[config.mk]
export PLATFORM = sky130hd
export DESIGN_NAME = rp_8bit_bd_arb
export DESIGN_NICKNAME = d
export VERILOG_FILES = /design/src/rtl/rp_8bit_bd_arb.sv
export SDC_FILE = /design/constraint.sdc
export NUM_CORES = 1
export LEC_CHECK = 0
export CAP_MARGIN = 0
export CORE_MARGIN = 10
export CORE_UTILIZATION = 26
export DETAILED_ROUTE_END_ITERATION = 10
export PLACE_DENSITY = 0.79
export SETUP_SLACK_MARGIN = 0.5
export SLEW_MARGIN = 20
export SYNTH_ARGS = -nofsm -noshare
export SYNTH_HDL_FRONTEND = slang
export SYNTH_SLANG_ARGS = --single-unit
[constraint.sdc]
create_clock -name clk -period 2.35 [get_ports clk]
set_input_delay 0.235 -clock clk [delete_from_list [all_inputs] [get_ports clk]]
set_output_delay 0.235 -clock clk [all_outputs]
set_load 0.02 [all_outputs]
[src/rtl/rp_8bit_bd_arb.sv]
// rp_8bit_bd_arb: two-port arbiter sharing one synchronous data SRAM.
// Port 0 (CPU data bus) has fixed priority. Port 1 (debug/DMA) is forced to
// win after MAXWAIT lost conflicts. Addresses at or above DSZ complete with
// an error and never reach the memory.
module rp_8bit_bd_arb #(
  parameter int DAW     = 13,
  parameter int DW      = 8,
  parameter int DSZ     = 2**DAW,
  parameter int MAXWAIT = 4
) (
  input  logic           clk,
  input  logic           rst,
  input  logic           p0_req,
  input  logic           p0_wen,
  input  logic [DAW-1:0] p0_adr,
  input  logic [DW-1:0]  p0_wdt,
  output logic [DW-1:0]  p0_rdt,
  output logic           p0_ack,
  output logic           p0_err,
  input  logic           p1_req,
  input  logic           p1_wen,
  input  logic [DAW-1:0] p1_adr,
  input  logic [DW-1:0]  p1_wdt,
  output logic [DW-1:0]  p1_rdt,
  output logic           p1_ack,
  output logic           p1_err,
  output logic           m_ena,
  output logic           m_wen,
  output logic [DAW-1:0] m_adr,
  output logic [DW-1:0]  m_wdt,
  input  logic [DW-1:0]  m_rdt
);

  localparam int WCW = 4;
  localparam logic [WCW-1:0] WMAX  = WCW'(MAXWAIT);
  // One extra bit so DSZ == 2**DAW is representable.
  localparam logic [DAW:0]   DSZ_L = (DAW+1)'(DSZ);

  logic           gv;
  logic           gs;
  logic           ge;
  logic [WCW-1:0] wcnt;

  logic           p0_elig;
  logic           p1_elig;
  logic           gnt_v;
  logic           gnt_s;
  logic           sel_wen;
  logic [DAW-1:0] sel_adr;
  logic [DW-1:0]  sel_wdt;
  logic           in_range;

  // A request that is still high in its own ack cycle is already served.
  assign p0_ack  = gv & ~gs;
  assign p1_ack  = gv &  gs;
  assign p0_elig = p0_req & ~p0_ack;
  assign p1_elig = p1_req & ~p1_ack;

  // Fixed priority for port 0 unless port 1 has lost MAXWAIT conflicts.
  always_comb begin
    gnt_v = p0_elig | p1_elig;
    gnt_s = p1_elig & (~p0_elig | (wcnt == WMAX));
  end

  // Payload mux and range check on the granted address.
  always_comb begin
    sel_wen  = gnt_s ? p1_wen : p0_wen;
    sel_adr  = gnt_s ? p1_adr : p0_adr;
    sel_wdt  = gnt_s ? p1_wdt : p0_wdt;
    in_range = ({1'b0, sel_adr} < DSZ_L);
  end

  // Memory strobes are held off during reset and for out-of-range grants.
  always_comb begin
    m_ena = gnt_v & in_range & ~rst;
    m_wen = m_ena & sel_wen;
    m_adr = sel_adr;
    m_wdt = sel_wdt;
  end

  // Completion side: ack/err one cycle after grant, read data gated by ack.
  always_comb begin
    p0_err = p0_ack & ge;
    p1_err = p1_ack & ge;
    p0_rdt = (p0_ack & ~ge) ? m_rdt : '0;
    p1_rdt = (p1_ack & ~ge) ? m_rdt : '0;
  end

  // Grant registers; a pending ack is dropped by reset.
  always_ff @(posedge clk or posedge rst) begin
    if (rst) begin
      gv <= 1'b0;
      gs <= 1'b0;
      ge <= 1'b0;
    end else begin
      gv <= gnt_v;
      gs <= gnt_s;
      ge <= gnt_v & ~in_range;
    end
  end

  // Port 1 starvation counter; saturation follows from port 1 winning at WMAX.
  always_ff @(posedge clk or posedge rst) begin
    if (rst) begin
      wcnt <= '0;
    end else if (gnt_v & gnt_s) begin
      wcnt <= '0;
    end else if (p0_elig & p1_elig & (wcnt != WMAX)) begin
      wcnt <= wcnt + 1'b1;
    end
  end

endmodule

After elaboration in Yosys (flattened, before gate mapping)
Cells that the tools add are included.
{"block": "totals", "register_bits": 6, "in_bits": 56, "out_inout_bits": 43}
{"block": "op_classes", "n_eq_ne": 2, "bitwise": 17, "n_reduce_logical": 1, "addsub": 1, "n_mux": 7}
{"operator": "2-to-1 mux 8 bit", "n": 3}
{"operator": "2-to-1 mux 13 bit", "n": 1}
{"operator": "bitwise AND 1 bit", "n": 10}
{"operator": "2-to-1 mux 4 bit", "n": 2}
{"operator": "inverter 1 bit", "n": 5}
{"operator": "adder 4 x 1 -> 4 bit (second input constant)", "n": 1}
{"operator": "== test 4 x 3 -> 1 bit (second input constant)", "n": 1}
{"operator": "inequality test 4 x 3 -> 1 bit (second input constant)", "n": 1}
{"operator": "OR 1 bit", "n": 2}
{"operator": "nonzero test 2 bit", "n": 1}
{"operator": "2-to-1 mux 1 bit", "n": 1}

Logic depth before layout (Yosys ltp)
Gate-level depths: netlist of run 1.
{"block": "depth", "word_depth": 9, "ltp_mapped": 6, "mapped_depth_nobuf": 5}

Worst setup path after synthesis of run 1
OpenSTA, ideal clock, no wires.
{"block": "synth_path", "kind": "register to output", "startpoint": "register wcnt[0]", "endpoint": "output port m_wen", "arrival_ns": 1.644, "path_stages_with_launch": 7, "path_slack_ns": 0.471, "cell_sequence": "dfrtp_1 > inv_1 > ha_1 > nand3b_1 > a31oi_4 > buf_6 > mux2i_1"}
{"block": "synth_via", "elab_chain_len": 5}
{"item": "start, declared", "line_no": "42", "rtl": "logic [WCW-1:0] wcnt;"}
{"item": "start signal, assigned", "line_no": "109", "rtl": "wcnt <= wcnt + 1'b1;"}
{"item": "== test 4 x 3 -> 1 bit", "line_no": "62", "rtl": "gnt_s = p1_elig & (~p0_elig | (wcnt == WMAX));"}
{"item": "OR 1 bit", "line_no": "62"}
{"item": "bitwise AND 1 bit", "line_no": "62"}
{"item": "named net gnt_s", "line_no": "47", "rtl": "logic gnt_s;"}
{"item": "2-to-1 mux 1 bit", "line_no": "67", "rtl": "sel_wen = gnt_s ? p1_wen : p0_wen;"}
{"item": "bitwise AND 1 bit", "line_no": "76", "rtl": "m_wen = m_ena & sel_wen;"}
{"item": "end, declared", "line_no": "28", "rtl": "output logic m_wen,"}
The timed path passes the listed nets, and every way through them passes these cells.

Final worst setup path of run 1
{"block": "layout_path", "startpoint": "register wcnt[1]", "endpoint": "output port m_adr[0]"}
{"block": "layout_via", "elab_chain_len": 4}
{"item": "== test 4 x 3 -> 1 bit", "line_no": "62"}
{"item": "OR 1 bit", "line_no": "62"}
{"item": "bitwise AND 1 bit", "line_no": "62"}
{"item": "2-to-1 mux 13 bit", "line_no": "68", "rtl": "sel_adr = gnt_s ? p1_adr : p0_adr;"}
{"item": "end, declared", "line_no": "29", "rtl": "output logic [DAW-1:0] m_adr,"}
No other way between the ends.

==> flow_metrics.py, run 1 <==
metrics = {
    "sta": {
        "tns_ps": 0,
        "max_freq_mhz": 451,
        "whs_ps": 224,
        "finClkSkew_ps": 11.4,
        "finalCritPeriodShare_pct": 94.3,
        "finalCriticalPeriod_ps": 2220,
        "setup_viol_count_final": 0,
        "rsz0062_at_grt": "true",
        "finalHoldViolCount": 0,
        "slew_viol_final": 0,
    },
    "route": {
        "vias": 1106,
        "drt_iter0_markers": 62,
        "dr.pass1.iters": 4,
        "routed_wl_mm": 4.60,
        "drt-vias-per-instance": 4.85,
        "drcViolationCount": 0,
        "ant_nets": 0,
        "wl_per_cell_um": 20.2,
    },
    "hold_path": {
        "min_path_type": "primary input to async pin",
    },
    "place": {
        "gp_congestion": 0.786,
        "dpl-instance-area_mm2": 0.00185,
        "portBuffers": 96,
        "place_hpwl_mm": 3.71,
    },
    "power": {
        "worst_ir_drop_vdd_v": 0.000246,
        "powerDensity_mw_per_mm2": 411,
        "power.total_uw": 853,
        "leakage_nw": 1.06,
    },
    "setup_path": {
        "required_ps": 2120,
        "max_stage_delay_ps": 380,
        "cp.arrival_ps": 1980,
        "path_cells": "inv_1 -> ha_1 -> nand3b_1 -> a31oi_4 -> buf_6 -> buf_12 -> mux2_2 -> buf_6",
        "start_kind": "register",
        "path_class": "register to primary output",
        "crit_slowest_cell": "dfrtp_1",
        "path_delay_family": "buffers and inverters",
        "cpMostUsedCell": "buf_6",
        "reg2reg_depth": 7,
        "regToRegEndpoint": "wcnt[2]",
        "cp-end-kind": "primary output",
        "crit_fanout": 7,
        "reg2reg_from": "wcnt[1]",
        "reg2reg_slack_ps": 850,
        "crit_buf_inv": 4,
    },
    "synth": {
        "yosysWarnings": 0,
        "yosys-top-cells-area": "mux2_2 32%, dfrtp_1 19%, and2_1 7.2%",
        "syn_area_um2": 782,
        "ys.flop_type": "dfrtp_1",
        "synth_most_common_cell": "mux2_2",
        "synth_top_family_by_area": "multiplexers",
        "synthAdderAreaFrac_pct": 3.20,
        "seq_area_frac_synth_pct": 19.2,
        "ys_ff_latch": 6,
        "synth_xor_area_share_pct": 0,
        "syn_avg_cell_area_um2": 8.99,
        "syn-instance-count": 87,
        "synthDistinctLibCells": 24,
        "async_reset_ff_share_pct": 100,
        "synth_edf_count": 0,
        "synth-simple-area-share_pct": 20.8,
        "yosys.area.top_type": "mux2_2",
        "synth-compound-area-share_pct": 13.3,
        "synthTopCellsByCount": "22 x mux2_2, 9 x and2_1, 8 x and3_1, 8 x inv_1, 6 x dfrtp_1",
        "synthMuxAreaShare_pct": 33.0,
        "yosysTopAreaCellShare_pct": 31.7,
    },
    "final_layout": {
        "fillerInstances": 196,
        "fin_area_mm2": 0.00208,
        "nNetsFinal": 257,
        "layout-drive-gt1-share_pct": 39.6,
        "antennaDiodeCount": 0,
        "area_growth_syn_to_layout_pct": 166,
    },
    "floorplanning": {
        "dieArea_mm2": 0.00560,
        "core_mm2": 0.00281,
        "start_util_pct": 27.9,
        "num_rows": 19,
        "fp.dieW_um": 74.8,
        "io_pins": 99,
        "die_h_um": 74.8,
    },
    "clock_tree": {
        "path_clk_slew_ps": 60,
        "cts_root_buffer": "clkbuf_4",
        "worstSkewPairLatency_ps": 270,
        "numCtsBuffers": 3,
        "cts_tree": "yes",
        "holdBufCountCts": 0,
        "htree_levels": 1,
        "cts_sinks": 6,
        "cts_buffer_depth": 2,
    },
    "run": {
        "drv_cap": 0,
    },
    "grt": {
        "grt_max_degree": 11,
        "gr-usage-all-layers_pct": 16.5,
        "grt_remaining_overflow": 0,
        "antenna_found_initial": 0,
        "grt_pass1_wl_mm": 6.93,
        "grt_pass1_vias": 1302,
    },
    "run_status": {
        "status": "finished, final reports clean",
    },
}
## stage by stage
| step | utilization (%) | setup slack (ps) | cells |
|---|---|---|---|
| 2_1_floorplan | - | 508 | 88 |
| 4_1_cts | 73.2 | 145 | 228 |
| 6_report | 74.0 | 134 | 228 |
| 3_3_place_gp | 65.9 | -129 | 219 |
| 5_1_grt | 74.0 | 39.6 | 228 |
| 3_5_place_dp | 65.9 | -156 | 219 |
## sequential cells by signal, summed over array words and instances (netlist names)
| register | flops |
|---|---|
| gv | 1 |
| wcnt | 4 |
| gs | 1 |
## area by class of cell
class / count / area (um^2) / area share [%]
multi-input cells: 67 / 621 / 29.9
flip-flops and latches: 6 / 150 / 7.23
well taps: 31 / 38.8 / 1.87
repair buffers: 113 / 1210 / 58.3
inverters: 8 / 33.8 / 1.63
clock buffers: 3 / 22.5 / 1.08
## power by group
| group | internal (mW) | switching (mW) | total (mW) |
|---|---|---|---|
| logic | 0.360 | 0.268 | 0.627 |
| clock network | 0.0585 | 0.0484 | 0.107 |
| registers | 0.113 | 0.00627 | 0.119 |
## timing repair
item | 4_1_cts | 5_1_grt
setup buffers | 4 | 0
gates cloned | 2 | 0
gates resized for setup | 179 | 11
setup endpoints to repair | 32 | 40
pin swaps | 1 | 0
## layout by cell type, fill, tap and decap left out, types with 3 or more instances in the layout
cell type and instances:
clkdlybuf4s50_1 55, buf_6 24, mux2_4 16, buf_4 11
and2_1 9, and3_1 8, clkdlybuf4s15_2 8, dlymetal6s2s_1 8
inv_1 7, mux2_2 6, dfrtp_1 6, nand2_1 5
clkbuf_4 3
## metal layers
metal	GRT usage [%]	part of all wire, %	vias up
met4	4.41	1.4	0
met1	16.0	33	527
li1	-	-	526
met2	29.7	56	46
met5	0	0	-
met3	9.20	9.3	7
## worst max-delay path by stage
stage	from	depth (start not counted)	to	slack, ps
after detailed placement	p1_req	6	m_adr[10]	-160
after CTS	wcnt[0]	8	m_wdt[4]	140
after floorplan	wcnt[0]	6	m_adr[11]	510
after global placement	p1_req	6	m_adr[8]	-130
final	wcnt[1]	8	m_adr[0]	130
after global routing	wcnt[1]	8	m_adr[0]	40
## logic make-up after synthesis
family,after synthesis
adders and majority gates,2
buffers and inverters,15
muxes,23
and+or+nand+nor,28
DFF,6
other,1
AOI/OAI and AO/OA,12
No activity file was read; power rests on OpenSTA's default activity.
==> inputs of run 2 (changes only) <==
==> constraint.sdc (replaced) <==
create_clock -name clk -period 2.35 [get_ports clk]
set_input_delay 0.47 -clock clk [delete_from_list [all_inputs] [get_ports clk]]
set_output_delay 0.47 -clock clk [all_outputs]
set_load 0.02 [all_outputs]
==> flow_metrics.py, run 2 (synthesis gave the netlist of run 1 again) <==
metrics = {
    "setup_path": {
        "reg2reg_slack_ps": 10,
        "crit_fanout": 7,
        "cp.arrival_ps": 1990,
        "required_ps": 1880,
        "path_class": "register to primary output",
        "regToRegEndpoint": "wcnt[2]",
        "cp-end-kind": "primary output",
        "cpMostUsedCell": "buf_6",
        "crit_slowest_cell": "dfrtp_1",
        "start_kind": "register",
        "cp-endpoint": "m_adr[8]",
        "crit_start": "wcnt[0]",
        "path_cells": "inv_1 -> ha_2 -> nand3b_1 -> a31oi_4 -> buf_6 -> buf_16 -> mux2_4 -> buf_6",
        "reg2reg_depth": 16,
        "max_stage_delay_ps": 380,
        "reg2reg_from": "wcnt[0]",
    },
    "final_layout": {
        "layoutNonFillerInstCount": 252,
        "antennaDiodeCount": 0,
        "seq_area_um2": 151,
        "area_growth_syn_to_layout_pct": 206,
        "final_util_pct": 85.4,
        "most-common-layout-cells": "58 x buf_6, 53 x clkdlybuf4s50_1, 22 x mux2_4",
        "regMostFlops": "wcnt",
        "layout-drive-gt1-share_pct": 59.3,
        "largest_reg_flops": 4,
        "multi_input_area_um2": 731,
        "final_common_cell": "buf_6",
        "reg_top3": "wcnt: 4 flops, gs: 1 flops, gv: 1 flops",
        "nNetsFinal": 281,
        "fillerInstances": 134,
    },
    "place": {
        "portBuffers": 96,
        "place_hpwl_mm": 3.86,
        "pre_cts_ws_ps": -607,
        "gp_congestion": 0.809,
        "place_inst": 221,
    },
    "sta": {
        "setup_viol_count_final": 22,
        "max_freq_mhz": 407,
        "finalCriticalPeriod_ps": 2460,
        "slew_viol_final": 0,
        "finalCritPeriodShare_pct": 105,
        "finClkSkew_ps": 3.32,
        "rsz0062_at_grt": "true",
        "tns_ps": -1640,
        "worst_slack_ps": -108,
        "finalHoldViolCount": 0,
    },
    "route": {
        "vias": 1323,
        "dr.pass1.iters": 4,
        "drcViolationCount": 0,
        "routed_wl_mm": 6.69,
        "drt-vias-per-instance": 5.25,
        "wl_per_cell_um": 26.5,
        "drt_iter0_markers": 66,
        "ant_nets": 0,
    },
    "floorplanning": {
        "start_util_pct": 27.9,
        "io_pins": 99,
        "num_rows": 19,
        "dieArea_mm2": 0.00560,
        "die_h_um": 74.8,
        "core_mm2": 0.00281,
        "fp.dieW_um": 74.8,
    },
    "grt": {
        "antenna_found_initial": 0,
        "grt_pass1_vias": 1409,
        "grt_pass1_wl_mm": 8.80,
        "grt_remaining_overflow": 0,
        "grt_max_degree": 11,
        "gr-usage-all-layers_pct": 21.3,
    },
    "hold_path": {
        "min_path_type": "primary input to async pin",
    },
    "clock_tree": {
        "cts_buffer_depth": 2,
        "cts_tree": "yes",
        "path_clk_slew_ps": 50,
        "worstSkewPairLatency_ps": 250,
        "cts_root_buffer": "clkbuf_4",
        "numCtsBuffers": 3,
        "htree_levels": 1,
        "cts_sinks": 6,
    },
    "run_status": {
        "violations": "setup timing",
        "status": "finished with violations",
    },
    "power": {
        "leakage_nw": 1.12,
        "worst_ir_drop_vdd_v": 0.000465,
        "powerDensity_mw_per_mm2": 417,
        "power.total_uw": 999,
    },
    "run": {
        "drv_cap": 0,
    },
}
[run 2: cell types whose count changed in the layout (fill, tap and decap cells not counted), sizes merged]
| cell | before | now |
|---|---|---|
| dlymetal6s2s | 8 | 0 |
| buf | 39 | 80 |
| clkinvlp | 1 | 2 |
| clkdlybuf4s15 | 8 | 0 |
| clkdlybuf4s50 | 55 | 53 |
[run 2: repair_timing]
action | in CTS | in global routing
gates resized for setup | 252 | 39
endpoints found under the setup margin | 41 | 45
hold buffers | 0 | 0
pin swaps | 12 | 7
setup buffers | 20 | 5
gates cloned | 3 | 0
[run 2: worst min path at each step]
stage / to / cells after the start / slack [ps]
after floorplan: gs / 1 / 260
after global placement: wcnt[3] / 3 / 540
after detailed placement: wcnt[3] / 2 / 560
after CTS: gs / 2 / 480
after global routing: wcnt[2] / 2 / 530
final: wcnt[2] / 2 / 530
[run 2: area by class of cell]
class | instances | share of cell area [%]
multi-input combinational | 67 | 30.5
inverter | 8 | 1.41
timing repair inverter | 1 | 0.313
clock buffer | 3 | 0.940
tap | 31 | 1.62
sequential | 6 | 6.32
timing repair buffer | 136 | 58.9
[run 2: worst max-delay path, delay by kind of cell, from the launching register on]
family,cells,cell delay (ps)
AO/OA/AOI/OAI,1,280
adder cells (fa/ha/maj),1,160
buffers and inverters,4,470
flip-flops,1,380
multiplexers,1,310
AND/OR/NAND/NOR,1,140
[run 2: report_power, final]
group	switching (mW)	internal, mW	leakage [nW]
clock network	0.0422	0.0581	0.0138
registers	0.0102	0.113	0.0775
logic	0.327	0.448	1.03
total	0.379	0.620	1.12
[run 2: metal layers]
layer  wire [um]  share of wire (%)  GRT usage [%]
met1        2410                 36           20.0
met2        3580                 54           42.8
met3         521                7.8           6.31
met4         178                2.7           6.51
met5           0                  0              0
[run 2: metrics by stage]
step / hold slack (ps) / cell area (um^2)
after global routing: 527 / 2400
after detailed placement: 562 / 1930
final: 527 / 2400
after CTS: 479 / 2320
after global placement: 545 / 1930
after floorplan: 261 / 866
==> inputs of run 3 (changes only) <==
--- a/config.mk
+++ b/config.mk
@@ -5,7 +5,7 @@
 export SDC_FILE = /design/constraint.sdc
 export NUM_CORES = 1
 export LEC_CHECK = 0
-export CAP_MARGIN = 0
+export CAP_MARGIN = 20
 export CORE_MARGIN = 10
 export CORE_UTILIZATION = 26
 export DETAILED_ROUTE_END_ITERATION = 10
==> results of run 3 <==
The final DEF is identical to that of run 2; final timing and power are the same.
